$ cat src/rtl/ps2_pkg.sv
// rtl/ps2_pkg.sv - shared constants and frame-state encoding for the PS/2 key receiver
package ps2_pkg;

    localparam logic [7:0] PS2_EXT    = 8'hE0;
    localparam logic [7:0] PS2_REL    = 8'hF0;
    localparam logic [7:0] PS2_PAUSE  = 8'hE1;
    localparam logic [2:0] PAUSE_SKIP = 3'd7;

    typedef enum logic [1:0] {
        IDLE   = 2'd0,
        DATA   = 2'd1,
        PARITY = 2'd2,
        STOP   = 2'd3
    } frame_state_e;

endpackage

$ cat src/rtl/ps2_line_filter.sv
// rtl/ps2_line_filter.sv - 2-flop synchronizer plus FILT_LEN-sample glitch filter for one PS/2 line
module ps2_line_filter #(
    parameter int FILT_LEN = 8
) (
    input  logic clk_sys,
    input  logic reset,
    input  logic line_in,
    output logic line_out
);

    localparam int CW = $clog2(FILT_LEN + 1);
    localparam logic [CW-1:0] CNT_LAST = CW'(FILT_LEN - 1);

    logic          sync1_q, sync1_d;
    logic          sync2_q, sync2_d;
    logic          out_q, out_d;
    logic [CW-1:0] cnt_q, cnt_d;

    // The output only flips after FILT_LEN consecutive samples disagree with it.
    always_comb begin
        sync1_d = line_in;
        sync2_d = sync1_q;
        out_d   = out_q;
        cnt_d   = '0;
        if (sync2_q != out_q) begin
            if (cnt_q == CNT_LAST) begin
                out_d = sync2_q;
            end else begin
                cnt_d = cnt_q + 1'b1;
            end
        end
    end

    always_ff @(posedge clk_sys) begin
        if (reset) begin
            sync1_q <= 1'b1;
            sync2_q <= 1'b1;
            out_q   <= 1'b1;
            cnt_q   <= '0;
        end else begin
            sync1_q <= sync1_d;
            sync2_q <= sync2_d;
            out_q   <= out_d;
            cnt_q   <= cnt_d;
        end
    end

    assign line_out = out_q;

endmodule

$ cat src/rtl/ps2_key_rx.sv
// rtl/ps2_key_rx.sv - PS/2 keyboard frame receiver and scan-code decoder producing the ps2_key event word
module ps2_key_rx
    import ps2_pkg::*;
#(
    parameter int FILT_LEN = 8,
    parameter int TIMEOUT  = 100000,
    parameter int TO_W     = 17
) (
    input  logic        clk_sys,
    input  logic        reset,
    input  logic        ps2_clk,
    input  logic        ps2_dat,
    output logic [10:0] ps2_key,
    output logic        rx_err,
    output logic        rx_byte_v
);

    localparam logic [TO_W-1:0] TO_LAST = TO_W'(TIMEOUT - 1);

    logic clk_f, dat_f, fall;

    ps2_line_filter #(.FILT_LEN(FILT_LEN)) u_clk_filt (
        .clk_sys  (clk_sys),
        .reset    (reset),
        .line_in  (ps2_clk),
        .line_out (clk_f)
    );

    ps2_line_filter #(.FILT_LEN(FILT_LEN)) u_dat_filt (
        .clk_sys  (clk_sys),
        .reset    (reset),
        .line_in  (ps2_dat),
        .line_out (dat_f)
    );

    frame_state_e    state_q, state_d;
    logic            clk_prev_q, clk_prev_d;
    logic [2:0]      bit_cnt_q, bit_cnt_d;
    logic [7:0]      shift_q, shift_d;
    logic            par_q, par_d;
    logic [TO_W-1:0] to_cnt_q, to_cnt_d;
    logic            byte_v_q, byte_v_d;
    logic [7:0]      byte_q, byte_d;
    logic            err_q, err_d;
    logic [10:0]     key_q, key_d;
    logic            ext_q, ext_d;
    logic            rel_q, rel_d;
    logic [2:0]      skip_q, skip_d;

    assign clk_prev_d = clk_f;
    assign fall       = clk_prev_q & ~clk_f;

    always_comb begin
        state_d   = state_q;
        bit_cnt_d = bit_cnt_q;
        shift_d   = shift_q;
        par_d     = par_q;
        to_cnt_d  = to_cnt_q;
        byte_d    = byte_q;
        byte_v_d  = 1'b0;
        err_d     = 1'b0;
        // A fall in the same cycle as the timeout takes precedence.
        if (fall) begin
            to_cnt_d = '0;
            unique case (state_q)
                IDLE: begin
                    if (!dat_f) begin
                        state_d   = DATA;
                        bit_cnt_d = '0;
                    end
                end
                DATA: begin
                    shift_d   = {dat_f, shift_q[7:1]};
                    bit_cnt_d = bit_cnt_q + 1'b1;
                    if (bit_cnt_q == 3'd7) begin
                        state_d = PARITY;
                    end
                end
                PARITY: begin
                    par_d   = dat_f;
                    state_d = STOP;
                end
                STOP: begin
                    state_d = IDLE;
                    if (dat_f && (^{shift_q, par_q})) begin
                        byte_v_d = 1'b1;
                        byte_d   = shift_q;
                    end else begin
                        err_d = 1'b1;
                    end
                end
                default: state_d = IDLE;
            endcase
        end else if (state_q == IDLE) begin
            to_cnt_d = '0;
        end else if (to_cnt_q == TO_LAST) begin
            to_cnt_d = '0;
            state_d  = IDLE;
            err_d    = 1'b1;
        end else begin
            to_cnt_d = to_cnt_q + 1'b1;
        end
    end

    always_comb begin
        key_d  = key_q;
        ext_d  = ext_q;
        rel_d  = rel_q;
        skip_d = skip_q;
        if (err_q) begin
            ext_d  = 1'b0;
            rel_d  = 1'b0;
            skip_d = '0;
        end else if (byte_v_q) begin
            if (skip_q != '0) begin
                skip_d = skip_q - 1'b1;
            end else if (byte_q == PS2_PAUSE) begin
                skip_d = PAUSE_SKIP;
            end else if (byte_q == PS2_EXT) begin
                ext_d = 1'b1;
            end else if (byte_q == PS2_REL) begin
                rel_d = 1'b1;
            end else begin
                key_d = {~key_q[10], ~rel_q, ext_q, byte_q};
                ext_d = 1'b0;
                rel_d = 1'b0;
            end
        end
    end

    always_ff @(posedge clk_sys) begin
        if (reset) begin
            state_q    <= IDLE;
            clk_prev_q <= 1'b1;
            bit_cnt_q  <= '0;
            shift_q    <= '0;
            par_q      <= 1'b0;
            to_cnt_q   <= '0;
            byte_v_q   <= 1'b0;
            byte_q     <= '0;
            err_q      <= 1'b0;
            key_q      <= '0;
            ext_q      <= 1'b0;
            rel_q      <= 1'b0;
            skip_q     <= '0;
        end else begin
            state_q    <= state_d;
            clk_prev_q <= clk_prev_d;
            bit_cnt_q  <= bit_cnt_d;
            shift_q    <= shift_d;
            par_q      <= par_d;
            to_cnt_q   <= to_cnt_d;
            byte_v_q   <= byte_v_d;
            byte_q     <= byte_d;
            err_q      <= err_d;
            key_q      <= key_d;
            ext_q      <= ext_d;
            rel_q      <= rel_d;
            skip_q     <= skip_d;
        end
    end

    assign ps2_key   = key_q;
    assign rx_err    = err_q;
    assign rx_byte_v = byte_v_q;

endmodule

$ cat config.mk
export PLATFORM = sky130hd
export DESIGN_NAME = ps2_key_rx
export DESIGN_NICKNAME = d
export VERILOG_FILES = /design/src/rtl/ps2_pkg.sv /design/src/rtl/ps2_line_filter.sv /design/src/rtl/ps2_key_rx.sv
export SDC_FILE = /design/constraint.sdc
export NUM_CORES = 1
export LEC_CHECK = 0
export ABC_AREA = 0
export BUFFER_PORTS_ARGS = -buffer_cell sky130_fd_sc_hd__buf_2
export CAP_MARGIN = 15
export CORE_UTILIZATION = 60
export CTS_BUF_LIST = sky130_fd_sc_hd__clkbuf_4 sky130_fd_sc_hd__clkbuf_8
export DETAILED_ROUTE_END_ITERATION = 8
export HOLD_SLACK_MARGIN = 0.1
export PLACE_DENSITY = 0.84
export SYNTH_ARGS = -nofsm -noshare
export SYNTH_HDL_FRONTEND = slang
export SYNTH_SLANG_ARGS = --single-unit
$ cat constraint.sdc
create_clock -name clk_sys -period 2.6 [get_ports clk_sys]
set_clock_uncertainty 0.2 [all_clocks]
set_input_delay 0.52 -clock clk_sys [delete_from_list [all_inputs] [get_ports clk_sys]]
set_output_delay 0.52 -clock clk_sys [all_outputs]
set_load 0.01 [all_outputs]
==> metrics.txt <==
drt pass-1 iters=4; status=finished, final reports clean; max-cap violations=0; Post-Synthesis Cells=337; M3 GR Usage=0.0622; Tmin final=2.12 ns; reg2reg path depth=4; drt via density=5.51; Leak=1.33 nW; fmax=472 MHz; critical path's slowest cell=xor3_1; crit path kind=reg2reg; largest net degree at the start of global routing=36; Filler cells=399; FF+latch count, synth=72; WL final=5.48 mm; Slew headroom=0.565; RSZ-0062 raised after global routing=no; worst setup path endpoint=byte_q[3]$_SDFFE_PP0P_; area of the multi-input gates=1720 um2; syn_nets=353; clock-pin slew of the registers on the worst-case setup and hold paths=0.07 ns; Vias=2349; reg2reg setup slack=0.48 ns; Total GRT Usage=0.215; Hold Violations, Final=0; Top-Level Pins=17; sequential area share after synthesis=0.444; Hold Crit Class=in2reg; Sum Neg Setup Slack=0 ns; worst r2r src=shift_q[7]$_SDFFE_PP0P_; Starting Density=0.627; Clock Latency Late Sink=0.34 ns; Mapped Avg Cell Area=9.63 um2; global route overflow=0; Final Net Count=367; number of synthesis warnings=0; Worst R2R End=byte_q[3]$_SDFFE_PP0P_; Reg area=1440 um2; most frequent cells in the layout=dfxtp_1 (72), nor2_1 (40), mux2i_1 (25); Sink Count=72; slowest stage delay, CP=0.47 ns; Syn Std Cell Area=3240 um2; crit path launch=shift_q[7]$_SDFFE_PP0P_; Die X=75.5 um; slack of the critical path=0.479 ns; clock buffer depth=2; ys async rst share=0; Die H=75.5 um; final instance area=3590 um2; Post-DP Area=3360 um2; GR met1 Demand/Resource=0.256; element type at the critical path end=flip-flop; first-pass GRT wire length=9.10 mm; Port Buffer Count=16; Max VDD drop=396 uV; Final GP Congestion=0.775; main flop type after synthesis=dfxtp_1; crit-path max FO=9; Post-CTS Setup Inserts=0; vias in the first global route=2130; P&R area growth vs syn=10.6%; Power Dens Cells=592 nW/um2; Slew @ Worst Pin=0.653 ns; antenna cells=0; crit start category=flip-flop; DR WL/cell=12.9 um; EDFF count, synth=0; drt drc=0; CTS buffer count=9; DRT iter0 DRCs=109; final slew viol count=0; Most Crowded Layer GR=met2; pre-CTS WS=0.479 ns; worst path arrival time=2.18 ns; most common cell after layout, fill and taps aside=dfxtp_1; GR Layer Usage met2=0.356; critical path data required time=2.66 ns; antenna violations before repair=0; share of cells above drive strength 1=0.143; antenna-violating nets left=0; Detailed Place HPWL=3.82 mm; cts hold-fix bufs=0; endpoints failing setup=0; DIE AREA=5710 um2; period utilization=0.816; CP Cell Sequence=xor3_1 > or2_2 > mux2i_4 > mux2i_1; core box area=5170 um2; H-tree depth=3; Netlist cell types=47; CTS tree=done; Resize count post-CTS=0; CTS root buffer=clkbuf_8; row count=26
==> routing by layer <==
metal	wire length [um]	share of wire	vias up
met1	2640	0.48	1112
met3	147	0.027	8
met4	82	0.015	0
met2	2600	0.47	34
met5	0	0	-
li1	-	-	1195
==> registers in the layout, indices dropped and copies added (netlist names), 2 cells and up <==
| name | flops |
|---|---|
| shift_q | 8 |
| ps2_key | 11 |
| byte_q | 8 |
| state_q | 2 |
| u_clk_filt.cnt_q | 4 |
| to_cnt_q | 17 |
| skip_q | 3 |
| u_dat_filt.cnt_q | 4 |
| bit_cnt_q | 3 |
==> worst max-delay path: cells and delay by family (launching register included) <==
| family | cells | cell delay (ns) |
|---|---|---|
| mux | 2 | 0.67 |
| flops | 1 | 0.37 |
| xor+xnor | 1 | 0.47 |
| simple gates | 1 | 0.33 |
==> area by class of cell <==
cell class | count | share of cell area
Clock buffer | 11 | 0.0422
Clock inverter | 5 | 0.0220
Inverter | 6 | 0.00627
Multi-Input combinational cell | 245 | 0.479
Sequential cell | 72 | 0.402
Tap cell | 70 | 0.0244
Timing Repair Buffer | 17 | 0.0244
==> power by group <==
| part | switching [mW] | internal [mW] | total [mW] |
|---|---|---|---|
| logic | 0.0152 | 0.00991 | 0.0251 |
| clock network | 0.403 | 0.591 | 0.993 |
| registers | 0.00172 | 1.11 | 1.11 |
==> worst min path at each step <==
stage | startpoint | endpoint | slack, ns | depth (start not counted)
2_1_floorplan | u_clk_filt.sync1_q$_SDFF_PP1_ | u_clk_filt.sync2_q$_SDFF_PP1_ | 0.19 | 1
3_5_place_dp | u_dat_filt.sync1_q$_SDFF_PP1_ | u_dat_filt.sync2_q$_SDFF_PP1_ | 0.19 | 1
6_report | ps2_dat | u_dat_filt.sync1_q$_SDFF_PP1_ | 0.16 | 2
4_1_cts | ps2_dat | u_dat_filt.sync1_q$_SDFF_PP1_ | 0.14 | 2
5_1_grt | ps2_clk | u_clk_filt.sync1_q$_SDFF_PP1_ | 0.14 | 2
3_3_place_gp | u_clk_filt.sync1_q$_SDFF_PP1_ | u_clk_filt.sync2_q$_SDFF_PP1_ | 0.19 | 1
==> cells in the mapped netlist (2+ instances only) <==
library cell,n,area (um2)
dfxtp_1,72,1440
nor2_1,40,150
mux2i_1,25,250
nand2b_1,23,144
nand2_1,16,60.1
a21oi_1,15,75.1
xnor2_1,13,114
ha_1,12,150
nand3_1,11,55.1
clkbuf_1,10,37.5
or2_2,10,62.6
xor2_1,9,78.8
nor3_1,8,40.0
and3_1,7,43.8
inv_1,6,22.5
nand4_1,6,37.5
o21ai_0,5,25.0
nand3b_1,4,30.0
a311oi_1,3,26.3
nor2b_1,3,18.8
nor4bb_1,3,30.0
o31ai_1,3,22.5
or4_1,3,22.5
a21boi_0,2,15.0
and2_1,2,12.5
buf_2,2,10.0
nand4b_1,2,17.5
o211ai_1,2,15.0
or3_1,2,12.5
==> through the flow <==
stage               hold slack, ns  std cells  power, mW  utilization
finish                       0.157        426       2.13        0.694
detailed placement           0.195        410       1.16        0.649
global route                 0.142        426       2.20        0.694
floorplan                    0.189        337       1.15            -
CTS                          0.136        426       2.15        0.694
global placement             0.194        410       1.16        0.649
==> cells by family (layout without fill, tap and decap cells) <==
family          after synthesis  after routing  share of synthesized area
fa+ha+maj                    12             12                     0.0463
simple gates                147            147                      0.248
compound gates               35             35                     0.0748
mux                          27             27                     0.0875
flops                        72             72                      0.444
buf+inv                      20             39                     0.0255
xor+xnor                     24             24                     0.0740
Note: power is estimated with default switching activity, not from simulation.
